--- config.mk ---
export PLATFORM = sky130hd
export DESIGN_NAME = dout_serial_tx
export DESIGN_NICKNAME = d
export VERILOG_FILES = /design/src/rtl/dout_serial_tx_pkg.sv /design/src/rtl/dout_serial_tx_bit_timer.sv /design/src/rtl/dout_serial_tx.sv
export SDC_FILE = /design/constraint.sdc
export NUM_CORES = 1
export LEC_CHECK = 0
export CAP_MARGIN = 5
export CORE_MARGIN = 2
export CORE_UTILIZATION = 45
export DETAILED_ROUTE_END_ITERATION = 12
export PLACE_DENSITY = 0.8
export SLEW_MARGIN = 20
export SYNTH_ARGS = -nofsm -noshare
export SYNTH_HDL_FRONTEND = slang
export SYNTH_SLANG_ARGS = --single-unit
--- constraint.sdc ---
create_clock -name clk -period 1.7 [get_ports clk]
set_input_delay 0.34 -clock clk [delete_from_list [all_inputs] [get_ports clk]]
set_output_delay 0.34 -clock clk [all_outputs]
set_load 0.01 [all_outputs]
--- src/rtl/dout_serial_tx_pkg.sv ---
// Shared definitions for the DOUT serial transmitter: register bit positions,
// default flag positions and the frame state encoding.
package dout_serial_tx_pkg;

    // Position of the transmit-request bit inside GOUT.
    localparam int DVAL_BIT = 7;

    // Default flag bus positions for frame completion and dropped requests.
    localparam int FLAG_TXDONE = 0;
    localparam int FLAG_TXOVR  = 1;

    // Frame states, 2-bit encoded.
    typedef enum logic [1:0] {
        TX_IDLE  = 2'd0,
        TX_START = 2'd1,
        TX_DATA  = 2'd2,
        TX_STOP  = 2'd3
    } tx_state_e;

    // Serial line level for a given state: start low, data from the shift
    // register, idle and stop high.
    function automatic logic line_level(input tx_state_e st, input logic data_bit);
        logic lvl;
        lvl = 1'b1;
        case (st)
            TX_START: lvl = 1'b0;
            TX_DATA:  lvl = data_bit;
            default:  lvl = 1'b1;
        endcase
        return lvl;
    endfunction

endpackage

--- src/rtl/dout_serial_tx_bit_timer.sv ---
// Bit period timer: counts clock cycles within one serial bit and flags the
// last cycle of each bit period.
module dout_serial_tx_bit_timer #(
    parameter int CLKS_PER_BIT = 16
) (
    input  logic clk,
    input  logic reset,
    input  logic clear,
    input  logic enable,
    output logic bit_end
);

    localparam int CNT_W = $clog2(CLKS_PER_BIT);
    localparam logic [CNT_W-1:0] LAST = CNT_W'(CLKS_PER_BIT - 1);

    logic [CNT_W-1:0] clk_cnt_q;
    logic [CNT_W-1:0] clk_cnt_d;

    assign bit_end = enable && (clk_cnt_q == LAST);

    // Next count: clear wins, otherwise count while enabled and wrap at the
    // end of the bit period.
    always_comb begin
        clk_cnt_d = clk_cnt_q;
        if (clear) begin
            clk_cnt_d = '0;
        end else if (enable) begin
            if (bit_end) begin
                clk_cnt_d = '0;
            end else begin
                clk_cnt_d = clk_cnt_q + CNT_W'(1);
            end
        end
    end

    // Cycle counter register.
    always_ff @(posedge clk) begin
        if (reset) begin
            clk_cnt_q <= '0;
        end else begin
            clk_cnt_q <= clk_cnt_d;
        end
    end

endmodule

--- src/rtl/dout_serial_tx.sv ---
// Serial transmitter for the DOUT special register. A rising edge of the
// GOUT dval bit starts a start/8-data/stop frame carrying the DOUT byte,
// LSB first. Completion and dropped requests are reported as one-cycle
// pulses on flag_out. tx, busy and flag_out are all registered and computed
// from the next state, so they change on the same edge as the FSM.
module dout_serial_tx #(
    parameter int CLKS_PER_BIT = 16,
    parameter int DONE_BIT     = dout_serial_tx_pkg::FLAG_TXDONE,
    parameter int OVR_BIT      = dout_serial_tx_pkg::FLAG_TXOVR
) (
    input  logic       clk,
    input  logic       reset,
    input  logic [7:0] reg_gout,
    input  logic [7:0] reg_dout,
    output logic       tx,
    output logic       busy,
    output logic [7:0] flag_out,
    output logic [1:0] dbg_state
);

    import dout_serial_tx_pkg::*;

    tx_state_e  state_q, state_d;
    logic [7:0] shift_q, shift_d;
    logic [2:0] bit_cnt_q, bit_cnt_d;
    logic       dval_q, dval_d;
    logic       tx_q, tx_d;
    logic       busy_q, busy_d;
    logic [7:0] flag_q, flag_d;

    logic       request;
    logic       bit_end;
    logic       tmr_clear;
    logic       tmr_enable;
    logic       unused_gout;

    // Only dval is meaningful in GOUT; the remaining bits are deliberately ignored.
    assign unused_gout = ^reg_gout[6:0];

    // A request is a genuine 0->1 edge of dval; dval_q resets high so a level
    // held through reset is not mistaken for an edge.
    assign dval_d  = reg_gout[DVAL_BIT];
    assign request = reg_gout[DVAL_BIT] & ~dval_q;

    assign tmr_enable = (state_q != TX_IDLE);
    assign tmr_clear  = (state_q == TX_IDLE) && request;

    dout_serial_tx_bit_timer #(
        .CLKS_PER_BIT(CLKS_PER_BIT)
    ) u_bit_timer (
        .clk     (clk),
        .reset   (reset),
        .clear   (tmr_clear),
        .enable  (tmr_enable),
        .bit_end (bit_end)
    );

    // Next-state, shift register, flag pulses and registered output values.
    always_comb begin
        state_d   = state_q;
        shift_d   = shift_q;
        bit_cnt_d = bit_cnt_q;
        flag_d    = '0;

        case (state_q)
            TX_IDLE: begin
                if (request) begin
                    shift_d   = reg_dout;
                    bit_cnt_d = 3'd0;
                    state_d   = TX_START;
                end
            end
            TX_START: begin
                if (bit_end) begin
                    state_d = TX_DATA;
                end
            end
            TX_DATA: begin
                if (bit_end) begin
                    shift_d   = {1'b0, shift_q[7:1]};
                    bit_cnt_d = bit_cnt_q + 3'd1;
                    if (bit_cnt_q == 3'd7) begin
                        state_d = TX_STOP;
                    end
                end
            end
            TX_STOP: begin
                if (bit_end) begin
                    state_d          = TX_IDLE;
                    flag_d[DONE_BIT] = 1'b1;
                end
            end
            default: state_d = TX_IDLE;
        endcase

        // A request while a frame is running is dropped and reported.
        if (request && (state_q != TX_IDLE)) begin
            flag_d[OVR_BIT] = 1'b1;
        end

        tx_d   = line_level(state_d, shift_d[0]);
        busy_d = (state_d != TX_IDLE);
    end

    // State and output registers; reset aborts any frame without flag pulses.
    always_ff @(posedge clk) begin
        if (reset) begin
            state_q   <= TX_IDLE;
            shift_q   <= 8'h00;
            bit_cnt_q <= 3'd0;
            dval_q    <= 1'b1;
            tx_q      <= 1'b1;
            busy_q    <= 1'b0;
            flag_q    <= 8'h00;
        end else begin
            state_q   <= state_d;
            shift_q   <= shift_d;
            bit_cnt_q <= bit_cnt_d;
            dval_q    <= dval_d;
            tx_q      <= tx_d;
            busy_q    <= busy_d;
            flag_q    <= flag_d;
        end
    end

    assign tx        = tx_q;
    assign busy      = busy_q;
    assign flag_out  = flag_q;
    assign dbg_state = state_q;

endmodule

; ---- After elaboration in Yosys (flattened, before gate mapping)
; Cells that the tools add are included.
; W data, S select, Z words.
[op_classes]
eq_ne = 9
n_reduce_logical = 10
add_sub_neg = 2
n_mux = 16
n_bitwise = 3
[op_table]
columns = cell, count
row1 = $mux W8, 2
row2 = $pmux W8 S2, 1
row3 = $mux W2, 5
row4 = $pmux W2 S4, 1
row5 = $eq A2 B2 Y1 const B, 3
row6 = $mux W3, 2
row7 = $pmux W3 S2, 1
row8 = $reduce_bool A2 Y1, 3
row9 = $add A4 B1 Y4 const B, 1
row10 = $eq A2 B1 Y1 const B, 2
row11 = $eq A4 B4 Y1 const B, 1
row12 = $mux W4, 1
row13 = $ne A2 B2 Y1 const B, 2
row14 = $reduce_or A2 Y1, 2
row15 = $add A3 B1 Y3 const B, 1
row16 = $eq A3 B3 Y1 const B, 1
row17 = $logic_and A1 B1 Y1, 3
row18 = $reduce_and A3 Y1, 1
row19 = $logic_not A2 Y1, 1
row20 = $mux W1, 2
row21 = $not A1 Y1, 2
row22 = $pmux W1 S2, 1
row23 = $and A1 B1 Y1, 1
[word_totals]
input_bits = 18
ff_bits = 28
wordCells = 51
out_inout_bits = 12

; ---- Depth between registers and ports, before layout
; Gate-level depths: netlist of run 1.
[depth]
word_depth = 6
depth_mapped = 6
mapped_depth_nobuf = 5

; ---- Modules after synthesis
; Synthesis of run 1 repeated with hierarchy kept, for this count alone.
[hier_totals]
hier_cells = 115
hier_area_um2 = 1038.5
[modules_own_cells]
columns = mod, area_each_um2, seq_area_each_um2, cells_each, n_inst
row1 = dout_serial_tx, 845.8, 360.3, 94, 1
row2 = dout_serial_tx_bit_timer, 192.7, 80.1, 21, 1

; ---- Least setup slack after synthesis of run 1
; No wires, ideal clock.
[synth_path]
path_kind = reg-to-reg
from = register u_bit_timer.clk_cnt_q[0]
to = register tx_q (netlist: tx)
path_buffers = 1
stages_incl_launch_ff = 6
setup_slack_ns = 0.297
arrival_time_ns = 1.274
required_time_ns = 1.570
setup_ns = 0.130
period_less_slack_ns = 1.403
path_cell_list = dfxtp_1 > ha_1 > and3_1 > buf_2 > a221oi_1 > o211ai_1
[synth_between]
elab_chain_len = 6
word_cells_on_any_way = 11
cone_classes = eq/ne: 3 / mux: 7 / reduce/logical: 1
[synth_lines]
columns = item, line_no
row1 = from (decl), dout_serial_tx_bit_timer.sv:16  ; logic [CNT_W-1:0] clk_cnt_q;
row2 = from (signal assigned), dout_serial_tx_bit_timer.sv:41  ; clk_cnt_q <= clk_cnt_d;
row3 = $eq A4 B4 Y1 *, dout_serial_tx_bit_timer.sv:19  ; assign bit_end = enable && (clk_cnt_q == LAST);
row4 = $logic_and A1 B1 Y1 *, dout_serial_tx_bit_timer.sv:19
row5 = "$mux W2, on equally long branches", "dout_serial_tx.sv:88, dout_serial_tx.sv:74, dout_serial_tx.sv:79"
row6 = $pmux W2 S4, dout_serial_tx.sv:65  ; case (state_q)
row7 = $eq A2 B2 Y1 / $eq A2 B1 Y1 (equally long branches), dout_serial_tx_pkg.sv:25  ; case (st)
row8 = $pmux W1 S2 *, dout_serial_tx_pkg.sv:25
row9 = to (signal assigned), dout_serial_tx.sv:120  ; tx_q <= tx_d;
row10 = to (decl), dout_serial_tx.sv:27  ; logic tx_q, tx_d;
; Every way passes the cells marked *; elsewhere a longest branch is shown, timed or not. The select of a mux whose other input is x is not followed.
; A chain may end at the register's enable or synchronous reset.

; ---- Worst setup path after layout of run 1
[layout_path]
from = register u_bit_timer.clk_cnt_q[0]
to = register state_q[1] (netlist: dbg_state[1])
[layout_between]
elab_chain_len = 4
word_cells_on_any_way = 6
cone_classes = eq/ne: 1 / mux: 4 / reduce/logical: 1
[layout_lines]
columns = item, line_no
row1 = $eq A4 B4 Y1 *, dout_serial_tx_bit_timer.sv:19
row2 = $logic_and A1 B1 Y1 *, dout_serial_tx_bit_timer.sv:19
row3 = "$mux W2, on equally long branches", "dout_serial_tx.sv:88, dout_serial_tx.sv:74, dout_serial_tx.sv:79"
row4 = $pmux W2 S4 *, dout_serial_tx.sv:65
row5 = to (signal assigned), dout_serial_tx.sv:116  ; state_q <= state_d;
row6 = to (decl), dout_serial_tx.sv:23  ; tx_state_e state_q, state_d;
; Every way passes the cells marked *; elsewhere a longest branch is shown, timed or not.

==> out/metrics.sh, run 1 <==
STATUS='completed'
FILLERINSTANCES=215
SYN-MEAN-INSTANCE-AREA_UM2=8.726
CRIT_TYPE='flip-flop to flip-flop'
PORT_BUFFERS=16
MULTI_INPUT_COMB_AREA_UM2=520.5
SYNTH.YOSYS.SEQ_AREA_SHARE_PCT=43.51
DRC=0
COMBPWRFRAC_PCT=11.7
VIAS_IN_THE_FIRST_GLOBAL_ROUTE=820
CORE_REGION_UM2=2170
LEAKAGEPOWER_uW=0.0004640
NUMBER_OF_OPTIMIZATION_ITERATIONS_IN_THE_FIRST_DETAILED_ROUTE_PASS=4
POWER_DENSITY_nW_PER_UM2=693.9
ANTENNA_LEFT=0
NUMBER_OF_ANTENNA_VIOLATIONS_AT_THE_FIRST_CHECK_IN_GLOBAL_ROUTING=0
CPMAXSTAGEDELAYCELL='sky130_fd_sc_hd__and3_1'
DIE_H_UM=51.43
CLOCK_POWER_SHARE_PCT=25.7
VIAS_PER_CELL=5.183
FIN_CRIT_SH_PCT=89.89
LEVELS_ON_CRIT_PATH=5
VIAS=850
MIN_PATH_CELLS=2
AREA_OF_ALL_SEQUENTIAL_STANDARD_CELLS_UM2=440.4
DRT_ITER0_MARKERS=17
CRIT_START='u_bit_timer.clk_cnt_q[0]'
LAYOUT-DRIVE-GT1-SHARE_PCT=11.03
FIN_SKEW_NS=0.003913
SYNTH.CELL_AREA_UM2=1012
CRITPATHMAXFANOUT=10
FLOORPLAN.INITIALDENSITY_PCT=46.66
TRITONCTS='done'
POWER_SWITCHING_SHARE_PCT=22.51
SEQUENTIAL_CELL_FRACTION_OF_TOTAL_POWER_PCT=62.6
GRT_SETUP_UNREPAIRED='no'
CRITICAL-PATH-TOP-DELAY-FAMILY='simple AND/OR/NAND/NOR gates'
TIMING.FMAX_MHz=654.4
WORST-PATH-BUF-INV=0
SYNTH_COMMON_CELLS='sky130_fd_sc_hd__dfxtp_1 (22), sky130_fd_sc_hd__a21oi_1 (15), sky130_fd_sc_hd__nand2_1 (15)'
SETUP.WORST_PATH.START_CLASS='flip-flop'
PLACE.DETAILED.HPWL_UM=1428
HP-START='shift_q[4]'
OVERFLOW=0
YOSYS.AREA.TOP_TYPE_SHARE_PCT=43.51
PLACE_CONGESTION=0.7331
INSERTEDDIODECOUNT=0
NET-SWITCHING-POWER_uW=192.7
WIRELENGTH_UM=1897
DIE_AREA_UM2=2645
GRT.TOTAL_USAGE_PCT=16.50
DIE_W_UM=51.43
IO_PINS=30
SYNTHDISTINCTLIBCELLS=33
REG2REG_SLACK_NS=0.17
INSERTION_DELAY_NS=0.29
CTS_BUFFERS=3
WORSTREG2REGSTART='u_bit_timer.clk_cnt_q[0]'
ROW_COUNT=17
SETUP_VIOL_COUNT_FINAL=0
FINAL.MIN_CLOCK_PERIOD_NS=1.528
WORSTPATHARRIVAL_NS=1.72
GRT_START_MAX_NET_PINS=17
DRV_SLEW=0
CLOCK_PATH_BUFFERS=2
DESIGN.FINAL.NETS=159
CP-ENDPOINT='dbg_state[1]'
WORST_IR_DROP_VDD_mV=0.4436
MIN-DELAY-PATH-CLASS='flip-flop to flip-flop'
WORST-R2R-CELL-COUNT=5
CELL_INTERNAL_PWR_uW=663.4
WORSTPATHCELLLIST='ha_1 > and3_1 > nand2_1 > xor2_1 > nor2_1'
FINAL.HOLD.WORST_SLACK_NS=0.4651
DELAY_OF_THE_SLOWEST_CELL_ON_THE_WORST_PATH_NS=0.43
WIRE_LENGTH_OF_THE_FIRST_GLOBAL_ROUTING_PASS_UM=3318
SYNTH-SEQ-CELLS=22
CRIT_PATH_END_KIND='flip-flop'
CTS.HOLD.BUFFERS_ADDED=0
MAXCAPVIOLCOUNT=0
CTS.SINKS=22
YS.FLOP_TYPE='sky130_fd_sc_hd__dfxtp_1'
CTS_ROOT_BUFFER='sky130_fd_sc_hd__clkbuf_4'
CTS.CLK_SLEW.WORST_PATHS_NS=0.11
FRACTION_OF_REGISTERS_WITH_ASYNC_SET_RESET_PCT=0
FINAL_DESIGN_AREA_NO_FILL_UM2=1234
POST-SYNTH-TOP-COUNT-CELL='sky130_fd_sc_hd__dfxtp_1'
FLOW.AREA_GROWTH_FROM_SYNTHESIS_PCT=21.88
SYNTH_LARGEST_AREA_CELL='sky130_fd_sc_hd__dfxtp_1'
PLACED_CELL_AREA_UM2=1205
SYN_INST=116
R2R_END='dbg_state[1]'
CTS.HTREE.LEVELS=1
SYNTH_EDF_COUNT=0
SYNTH.YOSYS.WARNINGS=0
SYNTH.TOP_CELLS.BY_AREA='sky130_fd_sc_hd__dfxtp_1 (44%), sky130_fd_sc_hd__a21oi_1 (7.4%), sky130_fd_sc_hd__nand2_1 (5.6%)'
FINALHOLDVIOLATIONS=0
AVERAGE_WIRE_PER_STANDARD_CELL_UM=11.57
REQUIRED_NS=1.90
## repair_timing
action | 4_1_cts | 5_1_grt
resized for setup | 1 | 1
setup endpoints to repair | 1 | 3
pin swaps | 0 | 0
hold endpoints to repair | 0 | 0
buffers inserted | 0 | 0
## per-layer routing
layer,routed length (µm),part of all wire [%],global-route usage [%]
met5,0,0,0
met4,29,1.5,8.333
met3,54,2.8,2.047
met2,917,48,28.85
met1,895,47,19.64
## cells in the final DEF (no fill, tap or decap), drive strengths merged
| cell | count |
|---|---|
| ha | 3 |
| nand2b | 2 |
| o211ai | 1 |
| o21ai | 4 |
| and3 | 3 |
| nor2 | 7 |
| buf | 7 |
| clkdlybuf4s50 | 15 |
| nor4b | 1 |
| dlygate4sd2 | 1 |
| nor2b | 2 |
| conb | 6 |
| a21oi | 16 |
| clkbuf | 3 |
| a221oi | 1 |
| or3b | 1 |
| inv | 1 |
| nor3 | 4 |
| nand3 | 5 |
| nand2 | 15 |
| or3 | 1 |
| xor2 | 1 |
| a311oi | 2 |
| a31oi | 1 |
| dfxtp | 22 |
| a22oi | 6 |
| a211o | 1 |
| or2 | 1 |
| nor3b | 3 |
## cells by family (layout without fill, tap and decap cells)
kind of cell               Yosys count  count (layout)  share of synthesized area, %
buffers and inverters               12              27                         7.663
xor gates and xnor gates             1               1                        0.8654
adders and majority gates            3               3                         3.709
other                                1               6                        0.3705
and+or+nand+nor                     45              45                         24.35
DFF                                 22              22                         43.51
AOI/OAI and AO/OA                   32              32                         19.53
## worst reg2reg max path: cells and delay by family, from the launching register on
kind | cells | cell delay (ns)
DFF | 1 | 0.39
adders and majority gates | 1 | 0.22
and+or+nand+nor | 3 | 0.65
xor gates and xnor gates | 1 | 0.17
## worst min path at each step
stage,to,slack (ns)
after floorplan,shift_q[1],0.43
after global placement,shift_q[4],0.44
after detailed placement,shift_q[4],0.45
after CTS,shift_q[4],0.47
after global routing,shift_q[1],0.51
final,shift_q[4],0.47
## metrics by stage
| stage | std cells | utilization, % | TNS [ns] | power, µW | setup slack [ns] |
|---|---|---|---|---|---|
| 2_1_floorplan | 121 | - | 0 | 608.9 | 0.2967 |
| 3_3_place_gp | 161 | 55.54 | 0 | 644.4 | 0.004552 |
| 3_5_place_dp | 161 | 55.54 | -0.04807 | 647.3 | -0.03776 |
| 4_1_cts | 164 | 56.52 | 0 | 864.4 | 0.1695 |
| 5_1_grt | 164 | 56.86 | 0 | 894.9 | 0.03701 |
| 6_report | 164 | 56.86 | 0 | 856.1 | 0.1719 |
## sequential cells by signal (all words and copies together), names as in the netlist
signal                 count
flag_out                   2
dval_q                     1
dbg_state                  2
bit_cnt_q                  3
busy                       1
tx                         1
u_bit_timer.clk_cnt_q      4
shift_q                    8
## power groups by stage
stage                     clock, µW  combinational, µW  sequential, µW
final                           220                100             536
after global routing            246                111             538
after CTS                       229               99.8             536
after global placement            0               97.6             547
after floorplan                   0               60.4             548
after detailed placement          0               99.5             548
## cell type report
class                      instances  area share, %
sequential                        22          35.70
tap                               28          2.840
clock buffer                       3          1.826
timing repair buffer              23          17.14
multi-input combinational         87          42.19
inverter                           1         0.3043
Note: power is estimated with default switching activity, not from simulation.
==> run 2: changes to the inputs <==
Settings changed: CAP_MARGIN 5 to unset.
==> results of run 2 <==
No change in the layout: final DEF, timing and power equal those of run 1.
